File: src/rtl/lc3b_fetch.sv
// rtl/lc3b_fetch.sv - LC-3b instruction fetch initiator with hold buffer and redirect squash
module lc3b_fetch #(
  parameter logic [15:0] RESET_PC = 16'h0000
) (
  input  logic        clk,
  input  logic        reset,
  output logic        imem_read,
  output logic [15:0] imem_address,
  input  logic [15:0] imem_rdata,
  input  logic        imem_resp,
  input  logic        stall,
  input  logic        redirect,
  input  logic [15:0] redirect_pc,
  output logic        ir_load,
  output logic [15:0] ir_in,
  output logic        ir_resp,
  output logic        ir_flush,
  output logic [15:0] ir_pc
);

  typedef enum logic [1:0] {FETCH, HOLD, KILL} state_t;

  state_t      state, state_next;
  logic [15:0] req_pc, req_pc_next;
  logic [15:0] pending_pc, pending_pc_next;
  logic [15:0] held_instr, held_instr_next;
  logic        ir_valid;
  logic [15:0] ir_pc_q;

  always_ff @(posedge clk) begin
    if (reset) begin
      state      <= FETCH;
      req_pc     <= RESET_PC;
      pending_pc <= 16'h0000;
      held_instr <= 16'h0000;
      ir_valid   <= 1'b0;
      ir_pc_q    <= 16'h0000;
    end else begin
      state      <= state_next;
      req_pc     <= req_pc_next;
      pending_pc <= pending_pc_next;
      held_instr <= held_instr_next;
      if (redirect)
        ir_valid <= 1'b0;
      else if (ir_load)
        ir_valid <= 1'b1;
      // req_pc still names the instruction being loaded in the load cycle
      if (ir_load)
        ir_pc_q <= req_pc;
    end
  end

  always_comb begin
    state_next      = state;
    req_pc_next     = req_pc;
    pending_pc_next = pending_pc;
    held_instr_next = held_instr;
    imem_read       = 1'b0;
    ir_load         = 1'b0;
    ir_flush        = 1'b0;
    if (!reset) begin
      ir_flush = redirect;
      case (state)
        FETCH: begin
          imem_read = 1'b1;
          if (redirect) begin
            if (imem_resp) begin
              req_pc_next = redirect_pc;
            end else begin
              // the outstanding read cannot be cancelled; park the target until it returns
              pending_pc_next = redirect_pc;
              state_next      = KILL;
            end
          end else if (imem_resp) begin
            if (!stall) begin
              ir_load     = 1'b1;
              req_pc_next = req_pc + 16'd2;
            end else begin
              held_instr_next = imem_rdata;
              state_next      = HOLD;
            end
          end
        end
        HOLD: begin
          if (redirect) begin
            req_pc_next = redirect_pc;
            state_next  = FETCH;
          end else if (!stall) begin
            ir_load     = 1'b1;
            req_pc_next = req_pc + 16'd2;
            state_next  = FETCH;
          end
        end
        KILL: begin
          imem_read = 1'b1;
          if (imem_resp) begin
            req_pc_next = redirect ? redirect_pc : pending_pc;
            state_next  = FETCH;
          end else if (redirect) begin
            pending_pc_next = redirect_pc;
          end
        end
        default: state_next = FETCH;
      endcase
    end
  end

  assign imem_address = req_pc;
  assign ir_in        = (state == HOLD) ? held_instr : imem_rdata;
  assign ir_resp      = ir_valid;
  assign ir_pc        = ir_pc_q;

endmodule
File: config.mk
export PLATFORM = sky130hd
export DESIGN_NAME = lc3b_fetch
export DESIGN_NICKNAME = d
export VERILOG_FILES = /design/src/rtl/lc3b_fetch.sv
export SDC_FILE = /design/constraint.sdc
export NUM_CORES = 1
export LEC_CHECK = 0
export BUFFER_PORTS_ARGS = -buffer_cell sky130_fd_sc_hd__buf_2
export CORE_ASPECT_RATIO = 0.5
export CORE_MARGIN = 4
export CORE_UTILIZATION = 30
export CTS_BUF_LIST = sky130_fd_sc_hd__clkbuf_16
export DETAILED_ROUTE_END_ITERATION = 8
export GPL_TIMING_DRIVEN = 0
export PLACE_DENSITY = 0.48
export SLEW_MARGIN = 20
export SYNTH_ARGS = -nofsm -noshare
export SYNTH_HDL_FRONTEND = slang
export SYNTH_SLANG_ARGS = --single-unit
File: constraint.sdc
create_clock -name clk -period 2.2 [get_ports clk]
set_input_delay 0.11 -clock clk [delete_from_list [all_inputs] [get_ports clk]]
set_output_delay 0.11 -clock clk [all_outputs]
set_load 0.02 [all_outputs]
==> out/qor.yml, run 1 <==
pwr:
  finalPower_uw: 3120
  p_leak_uw: 0.00169
  irDropWorstVdd_mv: 0.359
  p_per_area_nw_per_um2: 761
cts:
  cts-buffers-inserted: 9
  clk_path_buf_depth: 2
  htree_levels: 3
  clock-sinks: 67
  cts_tree: "built"
  clk_latency_ns: 0.33
  post_cts.repair.setup_buffers: 0
  path_clk_slew_ns: 0.05
  root_buffer: "clkbuf_16"
  hold_buffers: 0
timing:
  setup_slack_ns: 0.124
  tns_ns: 0
  hold_viol_final: 0
  min_period_ns: 2.08
  fmax_mhz: 482
  slew_headroom: 0.560
  period_share: 0.944
  worst_pin_slew_ns: 0.660
  finalSetupViolations: 0
  rsz0062_at_grt: "false"
  drv_slew: 0
  finClkSkew_ns: 0.00808
synthesis:
  ys_ff_latch: 67
  ys_warn_count: 0
  syn_area_um2: 3190
  synthCells: 401
  netlist-cell-type-count: 58
  synth_seq_area_share: 0.420
  ys_dominant_reg_cell: "dfxtp_1"
  syn_area_per_cell_um2: 7.97
  synth-edff-count: 0
  synthesis.nets: 439
  synthArstFlopShare: 0
worst_setup_path:
  crit_required_ns: 2.44
  r2r-start: "imem_address[1]"
  start_kind: "flip-flop"
  crit_fanout: 10
  crit_type: "flip-flop to flip-flop"
  critPathArrivalTime_ns: 2.31
  startpoint: "imem_address[1]"
  end_kind: "flip-flop"
detailed_routing:
  viasPerCell: 4.97
  vias: 3199
  ant_nets: 0
  wl_per_cell_um: 16.6
  drt_wl_total_mm: 10.7
  drc_errors: 0
  drt_iter0_markers: 218
  firstDrtPassIters: 4
placed_design:
  hpwl_mm: 7.71
  gp_congestion: 0.827
  port_buffers: 88
  place_ws_ns: 0.164
  dp_cells: 629
outcome:
  run_status: "completed"
worst_hold_path:
  hp-class: "primary input to flip-flop"
  min-delay-start: "redirect_pc[10]"
final_layout:
  drive_gt1_frac: 0.280
  nNetsFinal: 537
  utilization: 0.398
  fin_cells: 644
  syn2layout_area_growth_pct: 28.2
  num_antenna_cells: 0
grt:
  antenna_found_initial: 0
  grt_max_degree: 11
  grt_pass1_vias: 3082
  grt_pass1_wl_mm: 17.0
  track_usage: 0.176
  grt_overflow_total: 0
run:
  max_cap_violations: 0
floorplanning:
  die_h_um: 81.0
  io_pins: 89
  initial_core_util: 0.311
  die_w_um: 154
  rows: 26
  design.core.area_um2: 10300
  die_area_um2: 12500
[cell families (layout without fill, tap and decap cells)]
group | after synthesis | after routing | share of synthesized area
buf+inv | 36 | 139 | 0.0486
fa+ha+maj | 1 | 1 | 0.00392
mux | 22 | 22 | 0.0756
xor+xnor | 1 | 1 | 0.00274
compound gates | 104 | 104 | 0.211
flops | 67 | 67 | 0.420
simple gates | 170 | 170 | 0.239
[power by group]
group          switching [uW]  total, uW  internal [uW]
clock network             508       1360            854
logic                     276        436            161
registers                54.7       1320           1260
total                     838       3120           2280
[sequential cells by signal, summed over array words and instances, names as in the netlist]
name / cells
ir_pc: 16
held_instr: 16
ir_resp: 1
imem_address: 16
pending_pc: 16
state: 2
[metal layers]
metal	share of wire	track usage	vias to the layer above
met3	0.055	0.0548	15
li1	-	-	1606
met2	0.42	0.256	91
met1	0.51	0.248	1487
met5	0	0	-
met4	0.013	0.0555	0
[through the flow]
step	cell area, um^2	hold slack, ns
after detailed placement	3810	0.369
after floorplan	3190	0.246
after global placement	3810	0.364
final	4100	0.0249
after global routing	4100	0.0148
after CTS	4090	0.0150
[path summary, 6_finish.rpt]
kind	cells past startpoint	slack (ns)	end
setup / recovery	5	0.12	imem_address[9]
hold / removal	3	0.02	pending_pc[10]
setup reg to reg	5	0.12	imem_address[9]
hold reg to reg	2	0.45	held_instr[3]
[critical path, stage by stage, from the launching register on]
cell and delay, ns:
dfxtp_1 0.48, ha_1 0.25, nand3_1 0.36, or3_1 0.47, o311a_1 0.29, o32ai_1 0.11
[cell usage after synthesis, types with 3 or more instances]
| library cell | number | area share |
|---|---|---|
| nand4_1 | 3 | 0.0059 |
| clkbuf_1 | 14 | 0.016 |
| a31oi_1 | 3 | 0.0059 |
| a311oi_1 | 3 | 0.0082 |
| nor4_1 | 5 | 0.0098 |
| a21oi_1 | 56 | 0.088 |
| a211oi_1 | 4 | 0.0094 |
| o211ai_1 | 3 | 0.0071 |
| mux2i_1 | 5 | 0.016 |
| o2bb2ai_1 | 3 | 0.0082 |
| o21ai_0 | 6 | 0.0094 |
| nand2b_1 | 5 | 0.0098 |
| o21ai_1 | 4 | 0.0063 |
| nor2_1 | 14 | 0.016 |
| nand3_1 | 5 | 0.0078 |
| or3_1 | 3 | 0.0059 |
| mux2_2 | 16 | 0.056 |
| o221ai_1 | 3 | 0.0082 |
| nand2_1 | 116 | 0.14 |
| buf_2 | 13 | 0.020 |
| dfxtp_1 | 67 | 0.42 |
| inv_1 | 7 | 0.0082 |
[what timing repair did]
item | in CTS | in global routing
resized for setup | 0 | 3
endpoints found under the setup margin | 10 | 11
cloned | 0 | 0
pin swaps | 0 | 0
hold endpoints to repair | 0 | 0
[cell usage in the layout (no fill, tap or decap), drive strengths merged, types with 2 or more instances in the layout]
cell type,synthesis,layout
or3,3,3
clkinv,0,2
o21a,2,2
o32ai,2,2
nor4b,2,2
nand3b,2,2
o311ai,2,2
nand2,116,116
nor3,3,3
a221o,2,2
mux2,17,17
nand4,4,4
a311oi,3,3
o211ai,3,3
a211oi,5,5
clkbuf,14,22
a31oi,3,3
inv,8,12
dfxtp,67,67
a221oi,2,2
o2bb2ai,3,3
nand3,5,5
o221ai,3,3
nor4,5,5
nand2b,5,5
nor2,16,16
buf,14,102
a21o,2,2
mux2i,5,5
a21oi,56,56
o21ai,10,10
[cell type report]
class	instances	area, um^2
timing repair buffer	88	440
sequential	67	1340
multi-input combinational	298	1710
clock inverter	7	53.8
clock buffer	9	225
buffer	27	121
inverter	8	30.0
fill	1122	6180
tap	140	175
No activity file was read; power rests on OpenSTA's default activity.
==> run 2, diff against run 1 <==
--- a/config.mk
+++ b/config.mk
@@ -12,8 +12,8 @@
 export CTS_BUF_LIST = sky130_fd_sc_hd__clkbuf_16
 export DETAILED_ROUTE_END_ITERATION = 8
 export GPL_TIMING_DRIVEN = 0
+export MAX_ROUTING_LAYER = met4
 export PLACE_DENSITY = 0.48
-export SLEW_MARGIN = 20
 export SYNTH_ARGS = -nofsm -noshare
 export SYNTH_HDL_FRONTEND = slang
 export SYNTH_SLANG_ARGS = --single-unit
==> out/qor.yml, run 2 (same netlist as run 1, synthesis figures left out) <==
outcome:
  run_status: "completed"
detailed_routing:
  drt_wl_total_mm: 10.7
  drt_iter0_markers: 230
  firstDrtPassIters: 4
  wl_per_cell_um: 16.6
  viasPerCell: 4.99
  ant_nets: 0
  drc_errors: 0
  vias: 3214
floorplanning:
  die_w_um: 154
  initial_core_util: 0.311
  io_pins: 89
  die_area_um2: 12500
  design.core.area_um2: 10300
  die_h_um: 81.0
  rows: 26
worst_setup_path:
  end_kind: "flip-flop"
  startpoint: "imem_address[1]"
  crit_required_ns: 2.43
  crit_type: "flip-flop to flip-flop"
  ff2ff_setup_slack_ns: 0.14
  ff2ff_path_depth: 5
  crit_end: "imem_address[9]"
  cp_slowest_cell: "dfxtp_1"
  rr_endpoint: "imem_address[9]"
  critPathArrivalTime_ns: 2.29
  start_kind: "flip-flop"
  r2r-start: "imem_address[1]"
  crit_fanout: 10
  worstPathCellList: "ha_1 -> nand3_1 -> or3_1 -> o311a_1 -> o32ai_1"
  slowest_delay_ns: 0.48
placed_design:
  hpwl_mm: 7.71
  place_area_um2: 3810
  dp_cells: 629
  gp_congestion: 0.839
  port_buffers: 88
grt:
  grt_overflow_total: 0
  grt_pass1_wl_mm: 17.0
  track_usage: 0.182
  grt_max_degree: 11
  antenna_found_initial: 0
  grt_pass1_vias: 3072
timing:
  finalSetupViolations: 0
  tns_ns: 0
  rsz0062_at_grt: "false"
  worst_pin_slew_ns: 0.665
  slew_headroom: 0.557
  min_period_ns: 2.06
  finClkSkew_ns: 0.00849
  hold_slack_ns: 0.0256
  fmax_mhz: 485
  drv_slew: 0
  hold_viol_final: 0
  period_share: 0.936
cts:
  root_buffer: "clkbuf_16"
  htree_levels: 3
  path_clk_slew_ns: 0.05
  cts-buffers-inserted: 9
  clock-sinks: 67
  post_cts.repair.setup_buffers: 0
  cts_tree: "built"
  clk_path_buf_depth: 2
  clk_latency_ns: 0.33
final_layout:
  final_cell_mix: "nand2_1 (116), buf_2 (101), dfxtp_1 (67), a21oi_1 (56), mux2_2 (16)"
  fillers: 1122
  fin_cells: 644
  syn2layout_area_growth_pct: 28.2
  num_antenna_cells: 0
  nNetsFinal: 537
  final_area_um2: 4100
  final_common_cell: "nand2_1"
  drive_gt1_frac: 0.280
pwr:
  irDropWorstVdd_mv: 0.357
  p_leak_uw: 0.00169
  finalPower_uw: 3120
  p_per_area_nw_per_um2: 761
worst_hold_path:
  hp-class: "primary input to flip-flop"
run:
  max_cap_violations: 0
-- run 2: cell counts in the layout (fill, tap and decap cells not counted) --
Identical to the previous run, type by type.
-- run 2: cell type report --
cell class | count | area (um^2) | area share
repair buffers | 88 | 440 | 0.108
well taps | 140 | 175 | 0.0428
inverters | 8 | 30.0 | 0.00733
plain buffers | 27 | 121 | 0.0296
clock inverters | 7 | 53.8 | 0.0131
multi-input cells | 298 | 1710 | 0.417
flip-flops and latches | 67 | 1340 | 0.328
clock buffers | 9 | 225 | 0.0550
-- run 2: worst min-delay path by stage --
stage | start | to | slack, ns | cells past startpoint
floorplan | redirect_pc[2] | pending_pc[2] | 0.25 | 2
global placement | imem_rdata[0] | held_instr[0] | 0.36 | 3
detailed placement | imem_rdata[0] | held_instr[0] | 0.37 | 3
CTS | redirect_pc[8] | pending_pc[8] | 0.02 | 3
global route | imem_rdata[0] | held_instr[0] | 0.01 | 3
finish | redirect_pc[10] | pending_pc[10] | 0.03 | 3
-- run 2: metrics by stage --
step / setup slack, ns / util
floorplan: 0.397 / -
global placement: 0.141 / 0.371
detailed placement: 0.164 / 0.371
CTS: 0.0548 / 0.397
global route: 0.0404 / 0.398
finish: 0.140 / 0.398
-- run 2: power breakdown --
group | internal [uW] | leakage (uW) | switching (uW)
Sequential | 1260 | 0.000546 | 54.6
Combinational | 161 | 0.000988 | 275
Clock | 854 | 0.000152 | 506
-- run 2: critical path, delay by kind of cell, from the launching register on --
| kind | cells | cell delay, ns |
|---|---|---|
| adders and majority gates | 1 | 0.24 |
| AOI/OAI and AO/OA | 2 | 0.41 |
| DFF | 1 | 0.48 |
| and+or+nand+nor | 2 | 0.82 |
-- run 2: routing by layer --
layer	vias to the layer above	GRT usage	wire length, um
li1	1606	-	-
met1	1487	0.247	5380
met2	105	0.256	4460
met3	16	0.0580	705
met4	0	0.0555	121
met5	-	-	0
-- run 2: timing repair --
action	in CTS	in global routing
setup endpoints to repair	10	11
resized for setup	0	3
hold buffers	0	0
gates cloned	0	0
